### src/rtl/rs232out_sched_pkg.sv
// Shared definitions for the rs232out transmit scheduler: line terminator,
// FSM state encoding and the idle-release counter width.
package rs232out_sched_pkg;

  localparam logic [7:0] LF    = 8'h0A;
  localparam int         CNT_W = 16;

  typedef enum logic [0:0] {
    ST_IDLE  = 1'b0,
    ST_OWNED = 1'b1
  } state_t;

  // Saturating increment for the idle counter
  function automatic logic [CNT_W-1:0] sat_inc(input logic [CNT_W-1:0] v);
    return (v == '1) ? v : v + CNT_W'(1);
  endfunction

endpackage

### src/rtl/rs232out_sched_rr_pick.sv
// Combinational round-robin picker: returns the first requester with valid set,
// searching upward from last+1 with wrap-around.
module rs232out_rr_pick #(
  parameter int NREQ  = 4,
  parameter int IDX_W = 2
) (
  input  logic [NREQ-1:0]  req_valid,
  input  logic [IDX_W-1:0] last,
  output logic             found,
  output logic [IDX_W-1:0] idx
);

  // Scan NREQ candidates starting just after the previous owner
  always_comb begin
    logic [IDX_W:0]   sum;
    logic [IDX_W-1:0] cand;
    found = 1'b0;
    idx   = '0;
    sum   = '0;
    cand  = '0;
    for (int k = 1; k <= NREQ; k++) begin
      sum = {1'b0, last} + (IDX_W+1)'(k);
      if (sum >= (IDX_W+1)'(NREQ)) sum = sum - (IDX_W+1)'(NREQ);
      cand = sum[IDX_W-1:0];
      if (!found && req_valid[cand]) begin
        found = 1'b1;
        idx   = cand;
      end
    end
  end

endmodule

### src/rtl/rs232out_sched.sv
// Round-robin transmit scheduler in front of rs232out. Grants one producer at a
// time (per line of text, or per byte), stages one byte for the transmitter and
// forcibly releases an owner that goes quiet for too long.
module rs232out_sched
  import rs232out_sched_pkg::*;
#(
  parameter int NREQ         = 4,
  parameter int LINE_LOCK    = 1,
  parameter int IDLE_RELEASE = 1023
) (
  input  logic              clk25MHz,
  input  logic              rst,
  input  logic [8*NREQ-1:0] req_data,
  input  logic [NREQ-1:0]   req_valid,
  output logic [NREQ-1:0]   req_ready,
  output logic [NREQ-1:0]   grant,
  output logic [7:0]        tx_data,
  output logic              tx_we,
  input  logic              tx_busy
);

  localparam int IDX_W = (NREQ > 1) ? $clog2(NREQ) : 1;

  state_t             state_q, state_d;
  logic [IDX_W-1:0]   own_q, own_d;
  logic [IDX_W-1:0]   last_q, last_d;
  logic [NREQ-1:0]    grant_q, grant_d;
  logic [7:0]         hold_data_q, hold_data_d;
  logic               hold_valid_q, hold_valid_d;
  logic [CNT_W-1:0]   idle_cnt_q, idle_cnt_d;

  logic               pick_found;
  logic [IDX_W-1:0]   pick_idx;
  logic               own_valid;
  logic [7:0]         own_data;
  logic               own_ready;
  logic               consume;
  logic               idle_hit;
  logic               line_end;
  logic               release_now;

  rs232out_rr_pick #(
    .NREQ  (NREQ),
    .IDX_W (IDX_W)
  ) u_pick (
    .req_valid (req_valid),
    .last      (last_q),
    .found     (pick_found),
    .idx       (pick_idx)
  );

  // The transmitter write is combinational on busy so a staged byte leaves
  // the very cycle the line frees up.
  assign tx_data   = hold_data_q;
  assign tx_we     = hold_valid_q & ~tx_busy;
  assign grant     = grant_q;

  assign own_valid = req_valid[own_q];
  assign own_data  = req_data[{own_q, 3'b000} +: 8];
  // Owner may refill staging when it is empty or is being emptied this cycle
  assign own_ready = (state_q == ST_OWNED) & (~hold_valid_q | tx_we);
  assign consume   = own_ready & own_valid;
  assign idle_hit  = ~own_valid &
                     (({1'b0, idle_cnt_q} + (CNT_W+1)'(1)) >= (CNT_W+1)'(IDLE_RELEASE));
  assign line_end  = (LINE_LOCK != 0) ? (own_data == LF) : 1'b1;
  assign release_now = (state_q == ST_OWNED) & ((consume & line_end) | idle_hit);

  // Only the current owner ever sees ready
  always_comb begin
    req_ready        = '0;
    req_ready[own_q] = own_ready;
  end

  // Next-state logic for ownership, staging register and idle counter
  always_comb begin
    state_d      = state_q;
    own_d        = own_q;
    last_d       = last_q;
    grant_d      = grant_q;
    hold_data_d  = hold_data_q;
    hold_valid_d = hold_valid_q;
    idle_cnt_d   = idle_cnt_q;

    unique case (state_q)
      ST_IDLE: begin
        if (pick_found) begin
          state_d           = ST_OWNED;
          own_d             = pick_idx;
          grant_d           = '0;
          grant_d[pick_idx] = 1'b1;
          idle_cnt_d        = '0;
        end
      end
      ST_OWNED: begin
        if (consume)         idle_cnt_d = '0;
        else if (!own_valid) idle_cnt_d = sat_inc(idle_cnt_q);
        if (release_now) begin
          state_d    = ST_IDLE;
          last_d     = own_q;
          grant_d    = '0;
          idle_cnt_d = '0;
        end
      end
      default: begin
        state_d = ST_IDLE;
        grant_d = '0;
      end
    endcase

    // Staging drains independently of ownership; a refill wins over a drain
    if (consume) begin
      hold_data_d  = own_data;
      hold_valid_d = 1'b1;
    end else if (tx_we) begin
      hold_valid_d = 1'b0;
    end
  end

  // State registers with synchronous reset; a staged byte is discarded
  always_ff @(posedge clk25MHz) begin
    if (rst) begin
      state_q      <= ST_IDLE;
      own_q        <= '0;
      last_q       <= IDX_W'(NREQ - 1);
      grant_q      <= '0;
      hold_data_q  <= '0;
      hold_valid_q <= 1'b0;
      idle_cnt_q   <= '0;
    end else begin
      state_q      <= state_d;
      own_q        <= own_d;
      last_q       <= last_d;
      grant_q      <= grant_d;
      hold_data_q  <= hold_data_d;
      hold_valid_q <= hold_valid_d;
      idle_cnt_q   <= idle_cnt_d;
    end
  end

endmodule

### config.mk
export PLATFORM = sky130hd
export DESIGN_NAME = rs232out_sched
export DESIGN_NICKNAME = d
export VERILOG_FILES = /design/src/rtl/rs232out_sched_pkg.sv /design/src/rtl/rs232out_sched_rr_pick.sv /design/src/rtl/rs232out_sched.sv
export SDC_FILE = /design/constraint.sdc
export NUM_CORES = 1
export LEC_CHECK = 0
export CELL_PAD_IN_SITES_DETAIL_PLACEMENT = 2
export CELL_PAD_IN_SITES_GLOBAL_PLACEMENT = 2
export CORE_ASPECT_RATIO = 2
export CORE_MARGIN = 2
export CORE_UTILIZATION = 28
export DETAILED_ROUTE_END_ITERATION = 10
export MAX_ROUTING_LAYER = met4
export PLACE_DENSITY = 0.77
export SYNTH_ARGS = -nofsm -noshare
export SYNTH_HDL_FRONTEND = slang
export SYNTH_HIERARCHICAL = 1
export SYNTH_SLANG_ARGS = --single-unit
### constraint.sdc
create_clock -name clk25MHz -period 3.2 [get_ports clk25MHz]
set_input_delay 0.96 -clock clk25MHz [delete_from_list [all_inputs] [get_ports clk25MHz]]
set_output_delay 0.96 -clock clk25MHz [all_outputs]
set_load 0.01 [all_outputs]
==> impl_metrics.csv <==
group,metric,value,unit
cells_and_area,area_growth,39.09,%
pwr,comb_power_share,0.197,
placement,place.gp.congestion,0.7806,
sta,post-route-period-util,0.9779,
setup_path,arrival,2.17,ns
yosys,synth.distinct_cells,54,
yosys,synth.area.top_cells,"dfxtp_1 32%, mux4_2 9.5%, nand2_1 6.3%, a21oi_1 4.2%, and3_1 2.9%",
clock_tree,cts_buffer_depth,2,
sta,finClkSkew,0.005492,ns
global_routing,grt_pass1_vias,2418,
floorplan,num_rows,45,
cells_and_area,antennaDiodeCount,0,
pwr,seq_power_share,0.388,
global_routing,grt.overflow.total,0,
route,num_vias,2224,
yosys,yosysSeqAreaShare,0.3198,
pwr,total_power,1190,uW
cells_and_area,finalInstanceArea,2960,um^2
yosys,async_flop_share,0,
cells_and_area,drive_above_1_share,0.1331,
route,drt_first_pass_iters,4,
global_routing,grt_usage,0.1950,
route,drcViolationCount,0,
floorplan,dieArea,8357,um^2
floorplan,die_w,65.65,um
pwr,clkPwrFrac,0.415,
pwr,switchingPower,313.7,uW
yosys,synth.most_common_cell,"nand2_1",
clock_tree,hold_buffers,0,
yosys,synthFlopType,"dfxtp_1",
setup_path,worst_setup_path_start_kind,"input pin",
pwr,ir_drop,223.6,uV
clock_tree,clk_latency,0.28,ns
placement,dpl_cell_area,2811,um^2
clock_tree,cts_tree,"yes",
route,viasPerCell,5.532,
sta,worst_pin_slew,0.6580,ns
yosys,ys_warn_count,6,
yosys,syn_inst,249,
placement,dp_hpwl,5702,um
sta,rsz0062_at_grt,"false",
floorplan,initial_core_util,0.2842,
clock_tree,clkTransAtPathRegs,0.06,ns
sta,fin_ws,0.07070,ns
min_path,hold_path.class,"reg -> reg",
cells_and_area,fin_util,0.3953,
setup_path,critPathKind,"in -> out",
setup_path,worstPathCellList,"clkdlybuf4s50_1 > buf_4 > nand2_2 > and3_1 > dlygate4sd2_1",
yosys,avgSynthCellArea,8.547,um^2
placement,io_buffers,55,
floorplan,die_y,127.3,um
setup_path,worstSetupEndpointType,"output pin",
status,outcome,"complete, no violations",
route,routed_wl,7534,um
clock_tree,cts_sinks,34,
route,wl_per_cell,18.74,um
clock_tree,cts_buffers,5,
yosys,syn_nets,290,
yosys,synth-seq-cells,34,
sta,min_period,3.129,ns
sta,relSlewSlack,0.5607,
global_routing,antenna_found_initial,0,
yosys,synth_top_area_share,0.3198,
sta,hold_viol,0,
setup_path,path_max_fanout,4,
clock_tree,htreeDepth,2,
setup_path,required,2.24,ns
setup_path,worst_path_max_delay_cell,"clkdlybuf4s50_1",
global_routing,grt_pass1_wl,12400,um
sta,fmax,319.6,MHz
pwr,p_per_area,402.1,nW/um^2
setup_path,slowest_delay,0.53,ns
route,drt_iter0_markers,101,
global_routing,grt_max_degree,20,
sta,finalSetupViolations,0,
pwr,p_leak,0.001161,uW
pwr,internal_power,876.6,uW
clock_tree,cts_root_buf,"clkbuf_16",
yosys,yosysTopAreaCell,"dfxtp_1",
clock_tree,postCtsSetupBuffers,0,
floorplan,core,7488,um^2
pwr,power.switching_fraction,0.2636,
yosys,synth_common_cells,"36 x nand2_1, 34 x dfxtp_1, 18 x a21oi_1",
sta,finalMaxSlewViolations,0,
floorplan,ios,56,
yosys,syn_area,2128,um^2
yosys,synth_edf_count,0,
route,ant_nets,0,
placement,post-place-ws,-0.2457,ns
run,drv_cap,0,
cells_and_area,nets,348,
## cell type report
type,count,area (um^2)
clock buffer,6,138.9
clock inverter,2,12.51
fill,853,4528
inverter,6,22.52
multi-input combinational,192,1349
sequential,34,680.7
tap,94,117.6
timing repair buffer,68,639.4
## timing repair
| item | in CTS | in global routing |
|---|---|---|
| pin swaps | 0 | 0 |
| setup endpoints to repair | 5 | 2 |
| gates resized for setup | 7 | 3 |
## final timing paths
check | from | end | slack, ns | cells past startpoint
worst max-delay path | tx_busy | req_ready[3] | 0.07 | 5
worst min-delay path | tx_data[7] | tx_data[7] | 0.46 | 2
worst max register to register | idle_cnt_q[1] | idle_cnt_q[6] | 0.31 | 9
worst min register to register | tx_data[7] | tx_data[7] | 0.46 | 2
## registers in the layout, indices dropped and copies added (netlist names)
signal and count:
grant 4, hold_valid_q 1, idle_cnt_q 16, last_q 2, own_q 2, state_q 1
tx_data 8
## critical path: cells and delay by family
| kind | cells | cell delay, ns |
|---|---|---|
| and+or+nand+nor | 2 | 0.25 |
| buffers and inverters | 3 | 0.96 |
## kinds of logic after synthesis
kind of cell	Yosys count	synth area share
buffers and inverters	23	0.04938
adder cells (fa/ha/maj)	2	0.01176
AO/OA/AOI/OAI	61	0.2064
XOR/XNOR	4	0.01646
multiplexers	12	0.1093
AND/OR/NAND/NOR	113	0.2869
flip-flops	34	0.3198
## through the flow
| step | setup TNS [ns] | cells | hold slack (ns) |
|---|---|---|---|
| floorplan | 0 | 249 | 0.4519 |
| global placement | -0.6670 | 394 | 0.4418 |
| detailed placement | -0.8380 | 394 | 0.4526 |
| CTS | 0 | 402 | 0.4608 |
| global route | 0 | 402 | 0.4890 |
| finish | 0 | 402 | 0.4624 |
## power by group through the flow
stage,Sequential (uW),Combinational (uW),Clock [uW]
after CTS,462,239,506
after global routing,465,255,531
after detailed placement,471,238,0
final,461,235,494
after floorplan,468,108,0
after global placement,469,231,0
## cells in the final DEF (no fill, tap or decap), types with 3 or more instances in the layout
cell type and instances:
clkdlybuf4s50_1 50, nand2_1 35, dfxtp_1 34, a21oi_1 17, nor2_1 15, buf_4 13, and3_1 10, nand3_1 10
mux4_2 9, a31oi_1 9, inv_1 6, nand4_1 5, o21ai_0 5, nand2b_1 5, o31ai_1 5, clkbuf_16 5
nor4_1 4, nor3_1 4, o211a_1 4, and2_1 3, and4_1 3, xnor2_1 3, mux2i_1 3, dlygate4sd2_1 3
## layer usage
layer,GRT usage,vias to the layer above,wire (um)
met5,-,-,0
met1,0.2373,1120,3202
met2,0.3292,38,4033
li1,-,1055,-
met4,0.06740,0,148
met3,0.02025,11,149
(Power assumes the default switching activity.)
